**src/rtl/pc_stack_ext.sv**
```systemverilog
// Program counter with circular return-address stack and staged jump target
// for the nibble-serial CPU family.
module pc_stack_ext #(
    parameter int ADDR_WIDTH = 12,
    parameter int WORD_WIDTH = 4,
    parameter int DEPTH      = 7,
    localparam int NW        = ADDR_WIDTH / WORD_WIDTH,
    localparam int DW        = $clog2(DEPTH + 1)
) (
    input  logic                  clock,
    input  logic                  reset_n,
    input  logic                  halt,
    input  logic [2:0]            cycle,
    input  logic [1:0]            control,
    input  logic [1:0]            pc_next_sel,
    input  logic [NW-1:0]         pc_write_enable,
    input  logic [WORD_WIDTH-1:0] data,
    input  logic [WORD_WIDTH-1:0] regval,
    input  logic [WORD_WIDTH-1:0] inst_operand,
    input  logic                  clear_flags,
    output logic [ADDR_WIDTH-1:0] pc,
    output logic                  pc_enable,
    output logic [WORD_WIDTH-1:0] pc_word,
    output logic [DW-1:0]         depth,
    output logic                  overflow,
    output logic                  underflow
);

    localparam int PW = (DEPTH > 1) ? $clog2(DEPTH) : 1;
    localparam logic [2:0] NW3 = 3'(NW);
    localparam logic [PW-1:0] PTR_LAST = PW'(DEPTH - 1);
    localparam logic [DW-1:0] DEPTH_FULL = DW'(DEPTH);

    typedef logic [ADDR_WIDTH-1:0] addr_t;

    addr_t             pc_q, pc_d;
    addr_t             tgt_q, tgt_d;
    addr_t             pc_inc;
    addr_t             stack_q [DEPTH];
    logic [PW-1:0]     ptr_q, ptr_d, ptr_inc, ptr_dec;
    logic [DW-1:0]     depth_q, depth_d;
    logic              ovf_q, ovf_d, unf_q, unf_d;
    logic              commit, push, set_ovf, set_unf, clr;
    logic              full, empty;
    logic [WORD_WIDTH-1:0] src;

    // Address-cycle bus drive: one PC nibble per cycle, LSB first
    always_comb begin
        pc_enable = (cycle < NW3);
        pc_word   = '0;
        for (int i = 0; i < NW; i++) begin
            if (cycle == 3'(i)) pc_word = pc_q[i*WORD_WIDTH +: WORD_WIDTH];
        end
    end

    always_comb begin
        case (pc_next_sel)
            2'b00:   src = data;
            2'b01:   src = inst_operand;
            2'b10:   src = regval;
            default: src = '0;
        endcase
    end

    assign commit  = !halt && (cycle == 3'd7);
    assign clr     = !halt && clear_flags;
    assign pc_inc  = pc_q + addr_t'(1);
    assign ptr_inc = (ptr_q == PTR_LAST) ? '0 : ptr_q + PW'(1);
    assign ptr_dec = (ptr_q == '0) ? PTR_LAST : ptr_q - PW'(1);
    assign full    = (depth_q == DEPTH_FULL);
    assign empty   = (depth_q == '0);

    always_comb begin
        pc_d    = pc_q;
        tgt_d   = tgt_q;
        ptr_d   = ptr_q;
        depth_d = depth_q;
        push    = 1'b0;
        set_ovf = 1'b0;
        set_unf = 1'b0;
        if (commit) begin
            case (control)
                2'b00: pc_d = pc_inc;
                2'b11: pc_d = tgt_q;
                2'b01: begin
                    push  = 1'b1;
                    ptr_d = ptr_inc;
                    pc_d  = tgt_q;
                    if (!full) depth_d = depth_q + DW'(1);
                    else       set_ovf = 1'b1;
                end
                default: begin
                    // An empty pop still loads the stale slot
                    ptr_d = ptr_dec;
                    pc_d  = stack_q[ptr_dec];
                    if (!empty) depth_d = depth_q - DW'(1);
                    else        set_unf = 1'b1;
                end
            endcase
            tgt_d = pc_d;
        end else if (!halt) begin
            for (int i = 0; i < NW; i++) begin
                if (pc_write_enable[i]) tgt_d[i*WORD_WIDTH +: WORD_WIDTH] = src;
            end
        end
    end

    // Set wins over a simultaneous clear
    assign ovf_d = (clr ? 1'b0 : ovf_q) | set_ovf;
    assign unf_d = (clr ? 1'b0 : unf_q) | set_unf;

    always_ff @(posedge clock or negedge reset_n) begin
        if (!reset_n) begin
            pc_q    <= '0;
            tgt_q   <= '0;
            ptr_q   <= '0;
            depth_q <= '0;
            ovf_q   <= 1'b0;
            unf_q   <= 1'b0;
            for (int i = 0; i < DEPTH; i++) stack_q[i] <= '0;
        end else begin
            pc_q    <= pc_d;
            tgt_q   <= tgt_d;
            ptr_q   <= ptr_d;
            depth_q <= depth_d;
            ovf_q   <= ovf_d;
            unf_q   <= unf_d;
            if (push) stack_q[ptr_q] <= pc_inc;
        end
    end

    assign pc        = pc_q;
    assign depth     = depth_q;
    assign overflow  = ovf_q;
    assign underflow = unf_q;

endmodule

```
**config.mk**
```make
export PLATFORM = sky130hd
export DESIGN_NAME = pc_stack_ext
export DESIGN_NICKNAME = d
export VERILOG_FILES = /design/src/rtl/pc_stack_ext.sv
export SDC_FILE = /design/constraint.sdc
export NUM_CORES = 1
export LEC_CHECK = 0
export CORE_UTILIZATION = 32
export DETAILED_ROUTE_END_ITERATION = 7
export SYNTH_ARGS = -nofsm -noshare
export SYNTH_HDL_FRONTEND = slang
export SYNTH_SLANG_ARGS = --single-unit
```
**constraint.sdc**
```tcl
create_clock -name clock -period 2.3 [get_ports clock]
set_input_delay 0.46 -clock clock [delete_from_list [all_inputs] [get_ports clock]]
set_output_delay 0.46 -clock clock [all_outputs]
set_load 0.01 [all_outputs]
```
# ---- After elaboration in Yosys (flattened, before gate mapping)
# Index checks and enable logic that the tools add are counted.
dict set report word_totals {
  regBits 116
  in_bits 26
  output_inout_bits 22
  word_cells 93
}
dict set report classes {
  addsub 5
  order_cmp 4
  n_eq_ne 12
  mux 32
  n_bitwise 5
  n_reduce_logical 20
}
# cell n
set op_table {}
lappend op_table {{$bwmux 84} 1}
lappend op_table {{$mux 12} 5}
lappend op_table {{$bmux 12 s3} 1}
lappend op_table {{$demux 12 s3} 1}
lappend op_table {{$mux 4} 6}
lappend op_table {{$pmux 12 s2} 1}
lappend op_table {{$add 12x1->12 const B} 1}
lappend op_table {{$mux 3} 4}
lappend op_table {{$pmux 3 s2} 2}
lappend op_table {{$pmux 4 s3} 1}
lappend op_table {{$mux 1} 10}
lappend op_table {{$eq 3x3->1 const B} 3}
lappend op_table {{$logic_not 3->1} 3}
lappend op_table {{$ge 4x4->1 const B} 2}
lappend op_table {{$not 3->4} 2}
lappend op_table {{$reduce_and 2->1} 4}
lappend op_table {{$add 3x1->3 const B} 2}
lappend op_table {{$reduce_bool 2->1} 3}
lappend op_table {{$sub 3x1->3 const B} 2}
lappend op_table {{$eq 2x1->1 const B} 2}
lappend op_table {{$eq 2x2->1 const B} 2}
lappend op_table {{$logic_not 2->1} 2}
lappend op_table {{$lt 4x1->1 const B} 1}
lappend op_table {{$ne 2x1->1 const B} 2}
lappend op_table {{11 further kinds} 15}

# ---- Depth between registers and ports, before layout
dict set report logic_depth {
  word_depth 8
  mapped_depth 10
  ltp_nobuf 7
}

# ---- Least setup slack after synthesis
# No wires, ideal clock.
dict set report synth_timing {
  path_kind {register -> register}
  startpoint {reg ptr_q[1]}
  endpoint {reg tgt_q[5]}
  setup_ns 0.121
  arrival_time_ns 2.047
  required_ns 2.179
  path_slack_ns 0.132
  stages_incl_launch_ff 9
  n_path_buf 1
  period_less_slack_ns 2.168
  cell_sequence {dfrtp_1 inv_1 ha_1 buf_2 a21o_1 a311o_1 a221oi_1 o221ai_1 a22o_1}
}
dict set report synth_between {
  elab_chain_len 8
  word_cells_on_any_way 9
  cone_classes {add/sub (1); mux (6); bitwise (1); reduce/logical (1)}
}
# item line_no
set synth_rtl {}
lappend synth_rtl {{start: declaration} 40} ;# logic [PW-1:0] ptr_q, ptr_d, ptr_inc, ptr_dec;
lappend synth_rtl {{start signal: assignment} 124} ;# ptr_q <= ptr_d;
lappend synth_rtl {{$sub 3x1->3 / $logic_not 3->1 (equally long branches)} 69} ;# assign ptr_dec = (ptr_q == '0) ? PTR_LAST : ptr_q - PW'(1);
lappend synth_rtl {{$mux 3 (*)} 69}
lappend synth_rtl {{$not 3->4 (not written as such) (*)} 95} ;# pc_d = stack_q[ptr_dec];
lappend synth_rtl {{$bmux 12 s3 (*)} 95}
lappend synth_rtl {{$mux 12 (not written as such) (*) (2 in a row)} 95}
lappend synth_rtl {{$pmux 12 s2 (*)} 82} ;# case (control)
lappend synth_rtl {{$mux 12 (*)} 81} ;# if (commit) begin
lappend synth_rtl {{end signal: assignment} 123} ;# tgt_q <= tgt_d;
lappend synth_rtl {{end: declaration} 37} ;# addr_t tgt_q, tgt_d;
# Mark *: on every way between the ends. The rest lies on a longest branch, timed or not. The select of a mux whose other input is x is not followed.
# A chain may end at the register's enable or synchronous reset.

# ---- Final worst setup path
dict set report layout_timing {
  startpoint {in cycle[1]}
  endpoint {out pc_word[0]}
}
dict set report layout_between {
  elab_chain_len 4
  word_cells_on_any_way 6
  cone_classes {eq/ne (2); mux (3); reduce/logical (1)}
}
# item line_no
set layout_rtl {}
lappend layout_rtl {{start: declaration} 13} ;# input logic [2:0] cycle,
lappend layout_rtl {{$logic_not 3->1} 52} ;# if (cycle == 3'(i)) pc_word = pc_q[i*WORD_WIDTH +: WORD_WIDTH];
lappend layout_rtl {{$mux 4 (2 in a row)} 52}
lappend layout_rtl {{$mux 4 (*)} 52}
lappend layout_rtl {{end: declaration} 23} ;# output logic [WORD_WIDTH-1:0] pc_word,
# Mark *: on every way between the ends. The rest lies on a longest branch, timed or not.

==> flow_metrics.tcl <==
set metrics [dict create \
    tritoncts "yes" \
    antenna_left 0 \
    path_class "primary input to primary output" \
    cp.arrival_ns 1.75 \
    final_util 0.431 \
    cts_made_buffers 17 \
    dp.final_hpwl_um 12700 \
    finalHoldViolations 0 \
    grt_util_all_layers 0.182 \
    cp_max_fo 5 \
    synth_area_leaders "dfrtp_1 46%, a21oi_1 5.0%, mux2i_1 4.9%" \
    clock-sinks 116 \
    syn_area_per_cell_um2 9.50 \
    synth-edff-count 0 \
    synth-main-ff-cell "dfrtp_1" \
    syn_area_um2 6360 \
    power_density_nw_per_um2 1070 \
    postCtsSetupBuffers 0 \
    hold_slack_ns 0.0128 \
    seq_area_um2 2900 \
    hold_class "primary input to async pin" \
    die_w_um 143 \
    wirelength_um 17500 \
    yosysMostFrequentCell "dfrtp_1" \
    grt_max_degree 47 \
    grt_pass1_vias 5218 \
    yosys.area.top_type_share 0.456 \
    tightestPinTransition_ns 0.499 \
    overflow 0 \
    synth_cell_types 69 \
    ys_seq_area_frac 0.456 \
    die_h_um 143 \
    ios 48 \
    cap_viol_max_count 0 \
    rows 51 \
    clk_pin_slew_ns 0.05 \
    required_ns 1.84 \
    antenna_found_initial 0 \
    finalNetCount 817 \
    io_buffers 47 \
    initial_core_util 0.327 \
    clock_latency_ns 0.43 \
    synth-seq-cells 116 \
    final_cell_area_um2 8390 \
    status "completed" \
    drt-pass1-iter-count 5 \
    wl_per_cell_um 16.6 \
    final-max-slew-violation-count 0 \
    cellLeakagePower_nw 3.68 \
    gp_congestion 0.794 \
    coreArea_um2 19500 \
    vias 5553 \
    die-area_um2 20500 \
    end_kind "primary output" \
    drc 0 \
    place_area_um2 7720 \
    clockRootBuffer "clkbuf_16" \
    clk_path_buf_depth 2 \
    ir_drop_v 0.000443 \
    grt_pass1_wl_um 28100 \
    fin_tns_setup_ns 0 \
    startpoint_type "primary input" \
    drt_iter0_markers 342 \
    synth_common_cells "116 x dfrtp_1, 81 x nor2_1, 63 x a21oi_1" \
    synth_top_area_cell "dfrtp_1" \
    ys_async_sr_fraction 1.00 \
    synthCells 670 \
    area_delta_synth_final_pct 31.8 \
    min_period_ns 2.21 \
    finalSetupViolations 0 \
    viasPerCell 5.26 \
    syn-num-nets 707 \
    yosysWarnings 0 \
    fillers 1875 \
    rrSetupSlack_ns 0.09 \
    power_mw 8.95 \
    slew_headroom 0.667 \
    post-route-period-util 0.962 \
    fin_skew_ns 0.0124 \
    drive_gt1_frac 0.220 \
    max_freq_mhz 452 \
    diodes 0 \
    multiInputGateArea_um2 3270 \
    ctsHtreeMaxLevel 4 \
]
[where the power goes]
group / total [mW] / internal [mW] / switching, mW
sequential: 2.78 / 2.43 / 0.357
clock: 2.64 / 1.71 / 0.933
combinational: 3.53 / 1.64 / 1.89
total: 8.95 / 5.77 / 3.18
[layout make-up]
| class | count | area share |
|---|---|---|
| Sequential cell | 116 | 0.346 |
| Clock buffer | 20 | 0.0533 |
| Timing Repair Buffer | 141 | 0.150 |
| Clock inverter | 10 | 0.0160 |
| Tap cell | 265 | 0.0395 |
| Inverter | 12 | 0.00537 |
| Multi-Input combinational cell | 492 | 0.390 |
[kinds of logic after synthesis]
family,synth area share
compound gates,0.220
xor+xnor,0.0124
fa+ha+maj,0.0228
buf+inv,0.0438
flops,0.456
mux,0.0912
simple gates,0.154
[final timing paths]
check                      cells past startpoint   startpoint     endpoint
max                                            7     cycle[1]   pc_word[0]
max reg2reg                                    7     ptr_q[1]     tgt_q[0]
min                                            1      reset_n  stack_q[78]
max in group asynchronous                      2      reset_n        pc[9]
min in group clock                             2  stack_q[46]  stack_q[46]
min reg2reg                                    2  stack_q[46]  stack_q[46]
[through the flow]
step	setup slack, ns	cells
2_1_floorplan	0.132	670
3_3_place_gp	-0.176	1025
3_5_place_dp	-0.248	1025
4_1_cts	0.0202	1055
5_1_grt	-0.00179	1056
6_report	0.0884	1056
[placed cells by master (no fill, tap or decap), drive strengths merged, types with 3 or more instances in the layout]
| cell type | n |
|---|---|
| inv | 12 |
| a221o | 5 |
| a22oi | 4 |
| bufinv | 3 |
| clkbuf | 20 |
| or3 | 3 |
| ha | 10 |
| and3 | 7 |
| or2 | 4 |
| clkinv | 5 |
| nand2 | 61 |
| o21ai | 50 |
| a211oi | 7 |
| clkdlybuf4s50 | 41 |
| a221oi | 20 |
| a311o | 3 |
| o221ai | 6 |
| xnor2 | 7 |
| nand4 | 3 |
| a21oi | 63 |
| dfrtp | 116 |
| a21o | 8 |
| o21a | 8 |
| nor2b | 4 |
| mux2i | 31 |
| a31oi | 6 |
| nand3 | 14 |
| mux2 | 24 |
| o2bb2ai | 5 |
| nand2b | 5 |
| nor2 | 82 |
| o221a | 4 |
| dlygate4sd2 | 3 |
| a22o | 3 |
| nor4 | 6 |
| nor3 | 8 |
| buf | 95 |
[timing repair]
| item | in CTS | in global routing |
|---|---|---|
| hold buffers | 0 | 0 |
| gates cloned | 0 | 1 |
| pin swaps | 0 | 1 |
| gates resized for setup | 9 | 13 |
| endpoints found under the setup margin | 8 | 20 |
[layer usage]
| metal | share of wire | up-vias | GRT usage |
|---|---|---|---|
| met2 | 0.45 | 139 | 0.274 |
| li1 | - | 2666 | - |
| met5 | 0 | - | 0 |
| met3 | 0.039 | 35 | 0.0382 |
| met1 | 0.48 | 2713 | 0.254 |
| met4 | 0.026 | 0 | 0.0736 |
[sequential cells by signal (all words and copies together), names as in the netlist]
register   cells
stack_q       84
pc            12
tgt_q         12
depth          3
ptr_q          3
overflow       1
underflow      1
[critical path, cell delays in order]
cell	delay, ns
clkdlybuf4s50_1	0.49
buf_6	0.14
mux2i_1	0.18
nor2_1	0.05
a21oi_1	0.12
nor2_1	0.05
dlygate4sd2_1	0.27
(Power assumes the default switching activity.)
==> patch 1: new RTL, same flow settings <==
`WORD_WIDTH`: 4 -> 6.
--- a/src/rtl/pc_stack_ext.sv
+++ b/src/rtl/pc_stack_ext.sv
@@ -3,5 +3,5 @@
 module pc_stack_ext #(
     parameter int ADDR_WIDTH = 12,
-    parameter int WORD_WIDTH = 4,
+    parameter int WORD_WIDTH = 6,
     parameter int DEPTH      = 7,
     localparam int NW        = ADDR_WIDTH / WORD_WIDTH,
Ports: changed (5 resized); port bits go from 48 to 55. The function was not compared with the original's and may differ.
==> patch 1 against the unedited design <==
- synthesized area grew 0.98%
- total power grew 6.1%
- setup slack lost 0.044 ns
- via count grew 1.5%
- wire length grew 9.7%
- cell count grew 1.7%
- sequential cell count is the same
- cell area grew 1.7%
==> patch 1: results (changes against the unedited design) <==
[worst_setup_path] worst reg2reg path endpoint pc[4]
[sta] hold slack 0.446 ns [+0.433 ns]
[synthesis] Yosys cell types 70 [+1.4%]
[finish] non-filler cells, final 1,074 [+1.7%]
[worst_setup_path] cell depth of the worst flop-to-flop path 8 [+1]
[synthesis] Avg Synthesized Cell Area 9.33 um2 [-1.8%]
[global_routing] largest net degree at the start of global routing 81 [+72%]
[placed_design] final weighted congestion in routability-driven placement 0.834 [+5.1%]
[worst_setup_path] Setup CP Type register to register
[placed_design] detailed placement HPWL 13.8 mm [+8.6%]
[placed_design] post-detailed-placement cell area 7820 um2 [+1.3%]
[synthesis] largest cells by area after synthesis dfrtp_1 (45%), a21oi_1 (6.7%), nor2_1 (4.8%)
[worst_setup_path] Slowest-stage cell, CP dfrtp_2
[placed_design] Place WS -0.328 ns [-0.0802 ns]
[run_status] result of the run completed
[drt] drt total wl 19.2 mm [+9.7%]
[sta] final worst path period need 2.26 ns [+0.0436 ns]
[power] maximum ir drop on the vdd rail 602 uV [+36%]
[global_routing] vias in the first global route 5,516 [+5.7%]
[power] Lkg Pwr 3.73 nW [+1.6%]
[drt] mean number of vias per cell 5.25 [-0.21%]
[drt] router iterations before antenna repair 6 [+1]
[sta] remaining max-slew budget at the tightest pin 63.6% [-3.1 points]
[synthesis] Post-Syn Nets 731 [+3.4%]
[finish] final net count 838 [+2.6%]
[global_routing] overall fraction of global-route tracks in use 19.7% [+1.5 points]
[sta] largest clock skew in the final design 0.00757 ns [-0.00486 ns]
[worst_setup_path] reg2reg start ptr_q[0]
[worst_setup_path] setup slack of the worst register-to-register path 0.04 ns [-0.04 ns]
## patch 1: area by class of cell
cell class                 instances  area (um2)
fill                            1933       11100
multi-input combinational        506        3330
sequential                       116        2900
timing repair buffer             141        1320
clock buffer                      18         439
tap                              265         332
clock inverter                    14         154
inverter                          14        52.6
## patch 1: metal layers
| metal | vias to the layer above | share of wire (%) | track usage [%] |
|---|---|---|---|
| met3 | 25 | 4.3 | 4.80 |
| met1 | 2745 | 45 | 25.8 |
| li1 | 2729 | - | - |
| met4 | 0 | 1.9 | 6.66 |
| met5 | - | 0 | 0 |
| met2 | 137 | 49 | 31.7 |
## patch 1: repair_timing
item	in CTS	in global routing
resized for setup	9	19
setup buffers	1	0
setup endpoints to repair	18	25
pin swaps	2	1
hold buffers	1	0
hold endpoints to repair	16	0
## patch 1: logic make-up (layout without fill, tap and decap cells)
kind of cell / Yosys count / after routing / share of synthesized area (%)
xor gates and xnor gates: 10 / 10 / 1.36
and+or+nand+nor: 205 / 205 / 15.5
AOI/OAI and AO/OA: 237 / 237 / 23.7
buffers and inverters: 67 / 187 / 4.89
adders and majority gates: 11 / 11 / 2.26
DFF: 116 / 116 / 45.2
muxes: 43 / 43 / 7.11
## patch 1: worst max-delay path, delay by kind of cell (launching register included)
| family | cells | cell delay (ns) |
|---|---|---|
| buffers and inverters | 2 | 0.31 |
| flip-flops | 1 | 0.41 |
| AND/OR/NAND/NOR | 1 | 0.09 |
| AO/OA/AOI/OAI | 4 | 1.02 |
| adder cells (fa/ha/maj) | 1 | 0.31 |
## patch 1: report_power, final
part	switching, mW	internal [mW]	leakage (nW)	total [mW]
clock	1.01	1.63	0.283	2.64
sequential	0.350	2.44	1.55	2.79
combinational	2.26	1.80	1.90	4.06
total	3.62	5.87	3.73	9.49
==> patch 2: new RTL, same settings <==
Without the edit above. Reset style: synchronous (`reset_n`), changed in one clocked block.
--- a/src/rtl/pc_stack_ext.sv
+++ b/src/rtl/pc_stack_ext.sv
@@ -110,5 +110,5 @@
     assign unf_d = (clr ? 1'b0 : unf_q) | set_unf;
 
-    always_ff @(posedge clock or negedge reset_n) begin
+    always_ff @(posedge clock) begin
         if (!reset_n) begin
             pc_q    <= '0;
Check against the original RTL: differs if reset_n is asserted again (counterexample within 4 cycles, from zero or initial values and one cycle with reset_n low); with reset_n held inactive, the same outputs for 4 cycles.
==> patch 2 against the unedited design <==
- setup slack got worse by 0.024 ns
- sequential cell count rose by 12
- utilization up 0.49 points
- synthesized area up 2.4%
- wire length up 10%
- critical path type is now register to register
- cell area up 2.5%
- cell count down 0.85%
- critical path depth unchanged
Power is not compared: it rests on default switching activity, and its combinational part moved more than twofold at a synthesized area within 25%.
==> patch 2: results (changes against the unedited design) <==
[global_routing] global-route wire length before repair 29.8 mm [+5.9%]
[placed_design] post-detailed-placement cell area 7940 um2 [+2.7%]
[synthesis] Post-synth top flop edfxtp_1
[placed_design] final weighted congestion in routability-driven placement 0.883 [+11%]
[synthesis] Yosys cell types 73 [+5.8%]
[global_routing] largest net degree at the start of global routing 41 [-13%]
[finish] final net count 806 [-1.3%]
[run_status] result of the run completed
[synthesis] xor and xnor area share after synthesis 1.75% [+0.51 points]
[min_path] hold crit path type register to register
[drt] router iterations before antenna repair 6 [+1]
[synthesis] Mapped Cells 648 [-3.3%]
[worst_setup_path] largest incremental delay on the critical path 0.55 ns [+0.06 ns]
[synthesis] largest cells by area after synthesis edfxtp_1 (39%), dfxtp_1 (14%), nor2_1 (5.3%)
[synthesis] async set-or-reset flop fraction in the synthesized netlist 0% [-100 points]
[worst_setup_path] largest driver fanout on the critical path 6 [+1]
[synthesis] number of enable-type register cells in the synthesized netlist 84 [+84]
[sta] hold slack 0.453 ns [+0.440 ns]
[synthesis] fraction of synthesized area in multiplexers 5.91% [-3.2 points]
[worst_setup_path] setup slack of the worst register-to-register path 0.06 ns [-0.02 ns]
[global_routing] overall fraction of global-route tracks in use 19.5% [+1.3 points]
[placed_design] detailed placement HPWL 14.1 mm [+11%]
[sta] transition time at the pin with the least slew margin 0.452 ns [-0.0472 ns]
[worst_setup_path] critical path arrival 2.54 ns [+0.79 ns]
[synthesis] commonest cells in the synthesized netlist nor2_1 (92), edfxtp_1 (84), nand2_1 (73)
[drt] total vias in the final route 5,439 [-2.1%]
[sta] largest clock skew in the final design 0.00609 ns [-0.00634 ns]
[synthesis] area share of fa/ha/maj cells after synthesis 2.23% [-0.054 points]
[synthesis] Post-Syn Nets 685 [-3.1%]
## patch 2: cell count changes after synthesis, moves of 14 or more
cell      unedited run  this run
a21oi_1             63        30
a221oi_1            19         5
dfrtp_1            116         0
dfxtp_1              0        44
edfxtp_1             0        84
mux2_2              23         4
## patch 2: power by group
group | switching (mW) | internal [mW]
registers | 0.0288 | 2.50
logic | 0.235 | 0.213
clock network | 1.09 | 1.71
## patch 2: what timing repair did
| action | 4_1_cts | 5_1_grt |
|---|---|---|
| cloned | 0 | 0 |
| endpoints found under the setup margin | 7 | 18 |
| resized for setup | 6 | 13 |
| setup buffers | 0 | 2 |
| pin swaps | 0 | 6 |
## patch 2: layout make-up
type	instances	area [um2]
fill	1869	11100
clock buffer	17	425
timing repair buffer	138	1280
clock inverter	15	184
inverter	24	93.8
tap	265	332
sequential	128	3410
multi-input combinational	460	2870
## patch 2: worst max path at each step
| stage | start | slack [ns] | endpoint |
|---|---|---|---|
| final | ptr_q[0] | 0.06 | tgt_q[2] |
| after global routing | ptr_q[0] | -0.0002 | tgt_q[2] |
| after detailed placement | control[1] | -0.22 | stack_q[1][8] |
| after CTS | ptr_q[1] | -0.02 | tgt_q[2] |
| after global placement | control[1] | -0.20 | stack_q[1][8] |
| after floorplan | ptr_q[0] | -0.01 | tgt_q[2] |
## patch 2: logic make-up after synthesis
| group | after synthesis |
|---|---|
| adder cells (fa/ha/maj) | 11 |
| multiplexers | 35 |
| buffers and inverters | 60 |
| XOR/XNOR | 13 |
| AO/OA/AOI/OAI | 146 |
| flip-flops | 128 |
| AND/OR/NAND/NOR | 255 |
## patch 2: routing by layer
metal	wire length, um	vias up	track usage (%)	part of all wire [%]
met4	564	0	9.20	2.9
met1	8810	2654	25.7	46
met2	9070	160	31.0	47
li1	-	2591	-	-
met3	864	34	3.55	4.5
met5	0	-	0	0
